### src/rtl/sisc_mem_arb.sv
// Shares the single SISC memory port between instruction fetch and data
// accesses: round-robin arbitration, a data-side lock for SWP, and fixed-latency sequencing.
module sisc_mem_arb #(
  parameter int AW  = 16,
  parameter int DW  = 32,
  parameter int LAT = 2
) (
  input  logic          clk,
  input  logic          rst,
  input  logic          if_req,
  input  logic [AW-1:0] if_addr,
  output logic          if_gnt,
  output logic          if_done,
  output logic [DW-1:0] if_rdata,
  input  logic          d_req,
  input  logic          d_we,
  input  logic          d_lock,
  input  logic [AW-1:0] d_addr,
  input  logic [DW-1:0] d_wdata,
  output logic          d_gnt,
  output logic          d_done,
  output logic [DW-1:0] d_rdata,
  output logic          mem_en,
  output logic          mem_we,
  output logic [AW-1:0] mem_addr,
  output logic [DW-1:0] mem_wdata,
  input  logic [DW-1:0] mem_rdata
);

  typedef enum logic [1:0] {IDLE, ACCESS, DONE} state_t;

  localparam logic       OWN_FETCH = 1'b0;
  localparam logic       OWN_DATA  = 1'b1;
  localparam logic [3:0] CNT_LAST  = 4'(LAT - 1);

  state_t     state;
  logic [3:0] cnt;
  logic       owner;
  logic       last_owner;
  logic       lock_hold;
  logic       lock_req;
  logic       grant_data;
  logic       grant_fetch;

  // Data wins when alone, when the port is locked to it, or when fetch went last.
  assign grant_data  = d_req && (!if_req || lock_hold || (last_owner == OWN_FETCH));
  assign grant_fetch = if_req && !grant_data;

  always_ff @(posedge clk or posedge rst) begin
    if (rst) begin
      state      <= IDLE;
      cnt        <= '0;
      owner      <= OWN_FETCH;
      last_owner <= OWN_DATA;
      lock_hold  <= 1'b0;
      lock_req   <= 1'b0;
      if_gnt     <= 1'b0;
      if_done    <= 1'b0;
      if_rdata   <= '0;
      d_gnt      <= 1'b0;
      d_done     <= 1'b0;
      d_rdata    <= '0;
      mem_en     <= 1'b0;
      mem_we     <= 1'b0;
      mem_addr   <= '0;
      mem_wdata  <= '0;
    end else begin
      case (state)
        IDLE: begin
          if (!d_req) begin
            lock_hold <= 1'b0;
          end
          if (grant_data) begin
            owner     <= OWN_DATA;
            lock_req  <= d_lock;
            mem_addr  <= d_addr;
            mem_we    <= d_we;
            mem_wdata <= d_wdata;
            mem_en    <= 1'b1;
            d_gnt     <= 1'b1;
            cnt       <= '0;
            state     <= ACCESS;
          end else if (grant_fetch) begin
            owner     <= OWN_FETCH;
            lock_req  <= 1'b0;
            mem_addr  <= if_addr;
            mem_we    <= 1'b0;
            mem_wdata <= '0;
            mem_en    <= 1'b1;
            if_gnt    <= 1'b1;
            cnt       <= '0;
            state     <= ACCESS;
          end
        end
        ACCESS: begin
          // The strobe cycle itself is not counted; latency runs from the cycle after it.
          if (mem_en) begin
            mem_en <= 1'b0;
          end else if (cnt == CNT_LAST) begin
            if (owner == OWN_DATA) begin
              if (!mem_we) begin
                d_rdata <= mem_rdata;
              end
              d_done <= 1'b1;
            end else begin
              if_rdata <= mem_rdata;
              if_done  <= 1'b1;
            end
            mem_we    <= 1'b0;
            mem_addr  <= '0;
            mem_wdata <= '0;
            state     <= DONE;
          end else begin
            cnt <= cnt + 4'd1;
          end
        end
        DONE: begin
          if_done    <= 1'b0;
          d_done     <= 1'b0;
          if_gnt     <= 1'b0;
          d_gnt      <= 1'b0;
          last_owner <= owner;
          if (owner == OWN_DATA) begin
            lock_hold <= lock_req;
          end
          state <= IDLE;
        end
        default: state <= IDLE;
      endcase
    end
  end

endmodule

### config.mk
export PLATFORM = sky130hd
export DESIGN_NAME = sisc_mem_arb
export DESIGN_NICKNAME = d
export VERILOG_FILES = /design/src/rtl/sisc_mem_arb.sv
export SDC_FILE = /design/constraint.sdc
export NUM_CORES = 1
export LEC_CHECK = 0
export ABC_AREA = 1
export BUFFER_PORTS_ARGS = -buffer_cell sky130_fd_sc_hd__buf_4
export CORE_AREA = 4 4 141 143
export DETAILED_ROUTE_END_ITERATION = 10
export DIE_AREA = 0 0 145 147
export SYNTH_ARGS = -nofsm -noshare
export SYNTH_HDL_FRONTEND = slang
export SYNTH_SLANG_ARGS = --single-unit
### constraint.sdc
create_clock -name clk -period 10.95 [get_ports clk]
set_input_delay 1.095 -clock clk [delete_from_list [all_inputs] [get_ports clk]]
set_output_delay 1.095 -clock clk [all_outputs]
set_load 0.01 [all_outputs]
Word level (Yosys, flattened, before mapping)
Index checks and enable logic that the tools add are counted.

word-level totals
  bits in registers = 128
  output and inout bits = 118
  word-level logic and storage cells = 103

cells by class
  $add $sub $neg = 1
  eq/ne operators = 14
  multiplexer cells = 45
  bitwise logic cells = 4
  reduce and logical (&&, ||, !) cells = 23

operator list
  kind                                            number
  two-way mux 32 bit                              4
  two-way mux 16 bit                              4
  one-hot mux 32 bit (2 select lines)             1
  one-hot mux 16 bit (2 select lines)             1
  inequality test 2 bit (second input constant)   10
  AND reduction 4 bit                             5
  two-way mux 1 bit                               18
  two-way mux 4 bit                               4
  one-hot mux 1 bit (2 select lines)              7
  AND reduction 3 bit                             3
  two-way mux 2 bit                               4
  one-hot mux 4 bit (2 select lines)              1
  nonzero test 2 bit                              4
  AND reduction 2 bit                             3
  AND reduction 5 bit                             1
  adder 4 x 1 -> 4 bit (second input constant)    1
  == test 4 x 1 -> 1 bit (second input constant)  1
  NOT 1 bit                                       4
  one-hot mux 2 bit (2 select lines)              1
  inequality test 3 bit (second input constant)   1
  == test 2 x 1 -> 1 bit (second input constant)  1
  == test 2 bit (second input constant)           1
  logical AND 1 bit                               2
  logical NOT 1 bit                               2
  other kinds (2)                                 3

Depth between registers and ports, before layout
  depth in word-level cells = 9
  depth in mapped cells = 9

Least setup slack after synthesis
OpenSTA, ideal clock, no wires.

  path type = input -> register
  start = in d_req
  end = reg mem_wdata[0]
  library setup time = 65 ps
  arrival = 1,849 ps
  path slack = 9,036 ps
  stages = 6
  path buffers = 2
  cell sequence = buf_2 -> nand2_2 -> nor2_4 -> buf_2 -> nand2_1 -> nand2_1

between the ends
  cells in the longest elaborated chain, start to end = 5

ends and longest elaborated chain
  element                          RTL line  RTL
  from (decl)                      15        input logic d_req,
  logical AND 1 bit (*)            46        assign grant_data = d_req && (!if_req || lock_hold || (last_owner == OWN_FETCH));
  logical NOT 1 bit                47        assign grant_fetch = if_req && !grant_data;
  logical AND 1 bit                47
  inequality test 3 bit (no line)  -
  AND reduction 4 bit (no line)    -
  to (signal assigned)             78        mem_wdata <= d_wdata;
  to (decl)                        26        output logic [DW-1:0] mem_wdata,

Mark *: on every way between the ends. The rest lies on a longest branch, timed or not.
A chain may end at the register's enable or synchronous reset.

Worst setup path after layout
  start = reg cnt[1]
  end = reg d_rdata[23]

between the ends
  cells in the longest elaborated chain, start to end = 2

ends and longest elaborated chain
  element                        RTL line  RTL
  from (decl)                    37        logic [3:0] cnt;
  from (signal assigned)         114       cnt <= cnt + 4'd1;
  == test 4 x 1 -> 1 bit         99        end else if (cnt == CNT_LAST) begin
  AND reduction 5 bit (no line)  -
  to (signal assigned)           102       d_rdata <= mem_rdata;
  to (decl)                      22        output logic [DW-1:0] d_rdata,

Every way passes these cells.

==> metrics.txt <==
# TYPE chip_impl_metric gauge
chip_impl_metric{name="ioPinCount",unit=""} 220
chip_impl_metric{name="muxShareOfSynthArea",unit=""} 0
chip_impl_info{name="yosysTopAreaCell",value="dfrtp_1"} 1
chip_impl_metric{name="cts_buffer_count",unit=""} 17
chip_impl_metric{name="period_share",unit=""} 0.309
chip_impl_metric{name="design.die.area",unit="um2"} 21300
chip_impl_info{name="post_synth_most_frequent_cells",value="nand2_1, dfrtp_1, nand3_1"} 1
chip_impl_metric{name="area.growth.synth_to_final",unit="%"} 44.1
chip_impl_metric{name="syn-instance-count",unit=""} 643
chip_impl_metric{name="synth-edff-count",unit=""} 0
chip_impl_info{name="run_status",value="finished, final reports clean"} 1
chip_impl_info{name="regToRegStartpoint",value="cnt[1]"} 1
chip_impl_metric{name="cts.repair_timing.setup_buffer_count",unit=""} 0
chip_impl_metric{name="route.vias.total",unit=""} 4916
chip_impl_info{name="worst_setup_path_start_kind",value="flop"} 1
chip_impl_metric{name="met1_length",unit="mm"} 7.16
chip_impl_metric{name="power.share.clock",unit=""} 0.252
chip_impl_metric{name="path_clk_slew",unit="ns"} 0.06
chip_impl_info{name="worst_hold_startpoint",value="mem_wdata[25]"} 1
chip_impl_metric{name="stdcell_area",unit="um2"} 7890
chip_impl_metric{name="synthXorXnorAreaFrac",unit=""} 0
chip_impl_metric{name="maxClockFrequency",unit="MHz"} 296
chip_impl_metric{name="avgSynthCellArea",unit="um2"} 8.51
chip_impl_metric{name="yosysSeqAreaShare",unit=""} 0.586
chip_impl_metric{name="placement.cell_area",unit="um2"} 7260
chip_impl_metric{name="grt.overflow.total",unit=""} 0
chip_impl_metric{name="timing_worst_slew_pin_value",unit="ns"} 1.09
chip_impl_metric{name="data_required_time_of_the_critical_path",unit="ns"} 11.24
chip_impl_metric{name="antenna-diode-count",unit=""} 0
chip_impl_metric{name="setup_viol",unit=""} 0
chip_impl_metric{name="seq_area",unit="um2"} 3200
chip_impl_info{name="critPathSlowestCell",value="nand2_1"} 1
chip_impl_metric{name="finalSetupTns",unit="ns"} 0
chip_impl_metric{name="placeableCoreArea",unit="um2"} 18600
chip_impl_metric{name="floorplan.die.height",unit="um"} 147
chip_impl_info{name="root_buffer_cell",value="clkbuf_16"} 1
chip_impl_metric{name="syn_area",unit="um2"} 5470
chip_impl_metric{name="wire_per_inst",unit="um"} 15.1
chip_impl_metric{name="swShare",unit=""} 0.381
chip_impl_info{name="timing.critical_path.cells",value="inv_1 > ha_1 > nand3_4 > inv_1 > nand2_1 > nand2_1 > nand2_1"} 1
chip_impl_metric{name="detailedRoute.firstPassIterationCount",unit=""} 6
chip_impl_metric{name="grt_antenna_before_repair",unit=""} 0
chip_impl_metric{name="globalRouteTotalUtil",unit=""} 0.158
chip_impl_metric{name="start_util",unit=""} 0.295
chip_impl_metric{name="detail_route.iter0.violations",unit=""} 225
chip_impl_metric{name="via_per_inst",unit=""} 4.48
chip_impl_info{name="crit_type",value="reg2reg"} 1
chip_impl_info{name="synthTopCellsByArea",value="dfrtp_1, nand2_1, nand3_1, o21ai_0, nand3b_1"} 1
chip_impl_info{name="dominant_combinational_cell_family_by_area_after_synthesis",value="simple AND/OR/NAND/NOR gates"} 1
chip_impl_info{name="routed.top_layer",value="met4"} 1
chip_impl_info{name="post-synth-top-count-cell",value="nand2_1"} 1
chip_impl_metric{name="placementRows",unit=""} 50
chip_impl_metric{name="relSlewSlack",unit=""} 0.270
chip_impl_info{name="postSynth.topFlopCell",value="dfrtp_1"} 1
chip_impl_metric{name="async_flop_share",unit=""} 1.00
chip_impl_metric{name="drive_above_1_share",unit=""} 0.311
chip_impl_metric{name="peakVddDrop",unit="V"} 0.000133
chip_impl_metric{name="synth_fp_nets",unit=""} 747
chip_impl_info{name="tritoncts",value="built"} 1
chip_impl_metric{name="clock_latency",unit="ns"} 0.41
chip_impl_metric{name="synthesis.yosys.warnings",unit=""} 0
chip_impl_metric{name="min_period",unit="ns"} 3.38
chip_impl_metric{name="numPortBuffers",unit=""} 219
chip_impl_info{name="min_path_type",value="reg2reg"} 1
chip_impl_info{name="setup.worst_path.start",value="cnt[1]"} 1
chip_impl_metric{name="multiInputGateArea",unit="um2"} 1970
chip_impl_metric{name="fill_cells",unit=""} 1847
chip_impl_metric{name="finalHoldViolCount",unit=""} 0
chip_impl_metric{name="routed-wl-met2",unit="mm"} 7.46
chip_impl_metric{name="p_sw",unit="W"} 0.000907
chip_impl_metric{name="timing_max_transition_violations_final",unit=""} 0
chip_impl_info{name="timing.critical_path.mode_cell",value="nand2_1"} 1
chip_impl_metric{name="dp.final_hpwl",unit="mm"} 11.5
chip_impl_metric{name="worst_ep_arrival_time",unit="ns"} 3.66
chip_impl_info{name="grt_setup_unrepaired",value="false"} 1
chip_impl_metric{name="final_net_count",unit=""} 955
chip_impl_metric{name="synth_compound_area_frac",unit=""} 0.0391
chip_impl_metric{name="power.density",unit="nW/um2"} 302
chip_impl_metric{name="synthDistinctLibCells",unit=""} 24
chip_impl_metric{name="critPathMaxFanout",unit=""} 36
chip_impl_metric{name="sequential_group_share_of_total_power",unit=""} 0.345
chip_impl_metric{name="synthSimpleGateAreaFrac",unit=""} 0.317
chip_impl_metric{name="cts.path.max_buffers",unit=""} 2
chip_impl_metric{name="drv.max_cap_violation_count",unit=""} 0
chip_impl_metric{name="power_report.internal_total",unit="W"} 0.00148
chip_impl_metric{name="route.antenna.remaining_nets",unit=""} 0
chip_impl_metric{name="drc",unit=""} 0
chip_impl_metric{name="final_util",unit=""} 0.424
chip_impl_metric{name="die_width",unit="um"} 145
chip_impl_metric{name="timing.critical_path.slowest_cell_delay",unit="ns"} 0.94
chip_impl_info{name="end_kind",value="flop"} 1
chip_impl_metric{name="grt_max_degree",unit=""} 68
chip_impl_metric{name="cts_htree_levels",unit=""} 4
chip_impl_metric{name="grt_pass1_wl",unit="mm"} 27.1
chip_impl_metric{name="cts.hold.buffers_added",unit=""} 0
chip_impl_metric{name="first_global_vias",unit=""} 5032
chip_impl_metric{name="synth_adder_area_share",unit=""} 0.00457
chip_impl_metric{name="clock_sink_count",unit=""} 128
chip_impl_metric{name="place_congestion",unit=""} 0.807
chip_impl_metric{name="synth_seq_cells",unit=""} 128
chip_impl_metric{name="wl_met3",unit="mm"} 1.69
chip_impl_metric{name="combinational_share_of_power",unit=""} 0.404
chip_impl_metric{name="detail_route.wirelength",unit="mm"} 16.6
chip_impl_metric{name="synth.top_cell.area_share",unit=""} 0.581
chip_impl_metric{name="fin_worst_skew",unit="ns"} 0.0112
chip_impl_metric{name="post_cts.resized_instances",unit=""} 0
chip_impl_metric{name="total_leakage_power",unit="nW"} 4.29
## critical path: cells and delay by family (launching register included)
kind	cells	cell delay [ns]
buffers and inverters	2	0.98
and+or+nand+nor	4	1.63
DFF	1	0.42
adders and majority gates	1	0.22
## layout by cell type, fill, tap and decap left out, drive strengths merged
cell / count
buf: 221
bufinv: 4
clkbuf: 19
clkinv: 4
clkinvlp: 3
dfrtp: 127
dfstp: 1
ha: 2
inv: 36
nand2: 314
nand3: 59
nand3b: 16
nand4: 1
nor2: 13
nor3: 2
o21ai: 42
## power groups by stage
stage                     clock [W]  sequential [W]  combinational [W]
after floorplan                   0        0.000897           0.000427
after global placement            0        0.000822           0.000973
after detailed placement          0        0.000822           0.000986
after CTS                  0.000616        0.000822           0.000985
after global routing       0.000637        0.000850            0.00108
final                      0.000599        0.000821           0.000962
## cell families (layout without fill, tap and decap cells)
family,Yosys count,count (layout)
AOI/OAI and AO/OA,42,42
adders and majority gates,2,2
buffers and inverters,66,287
DFF,128,128
and+or+nand+nor,405,405
## state kept, by name (all words and copies together) (netlist names), 2 cells and up
| name | cells |
|---|---|
| cnt | 4 |
| mem_wdata | 32 |
| state | 2 |
| if_rdata | 32 |
| d_rdata | 32 |
| mem_addr | 16 |
## worst paths after layout
kind | end | slack, ns | cells after the start
worst max-delay path | d_rdata[23] | 7.57 | 7
worst min-delay path | mem_wdata[25] | 0.47 | 2
worst max register to register | d_rdata[23] | 7.57 | 7
worst min register to register | mem_wdata[25] | 0.47 | 2
max in group asynchronous | if_rdata[10] | 8.75 | 3
min in group asynchronous | mem_wdata[30] | 0.84 | 2
## layout make-up
cell class	instances	share of cell area
well taps	234	0.0371
repair buffers	221	0.210
multi-input cells	449	0.250
clock inverters	13	0.0233
flip-flops and latches	128	0.406
clock buffers	19	0.0562
inverters	34	0.0165
## layer usage
layer  GRT usage  up-vias
met5           0        -
met4      0.0499        0
met3      0.0737       16
met2       0.243      182
met1       0.198     2285
li1            -     2433
## stage by stage
stage | worst slack [ns] | power, W | std cells | hold slack, ns
3_5_place_dp | 7.51 | 0.00181 | 1066 | 0.459
5_1_grt | 7.11 | 0.00257 | 1098 | 0.494
2_1_floorplan | 6.44 | 0.00132 | 643 | 0.448
3_3_place_gp | 7.60 | 0.00179 | 1066 | 0.456
4_1_cts | 7.51 | 0.00242 | 1098 | 0.473
6_report | 7.57 | 0.00238 | 1098 | 0.469
Note: power is estimated with default switching activity, not from simulation.
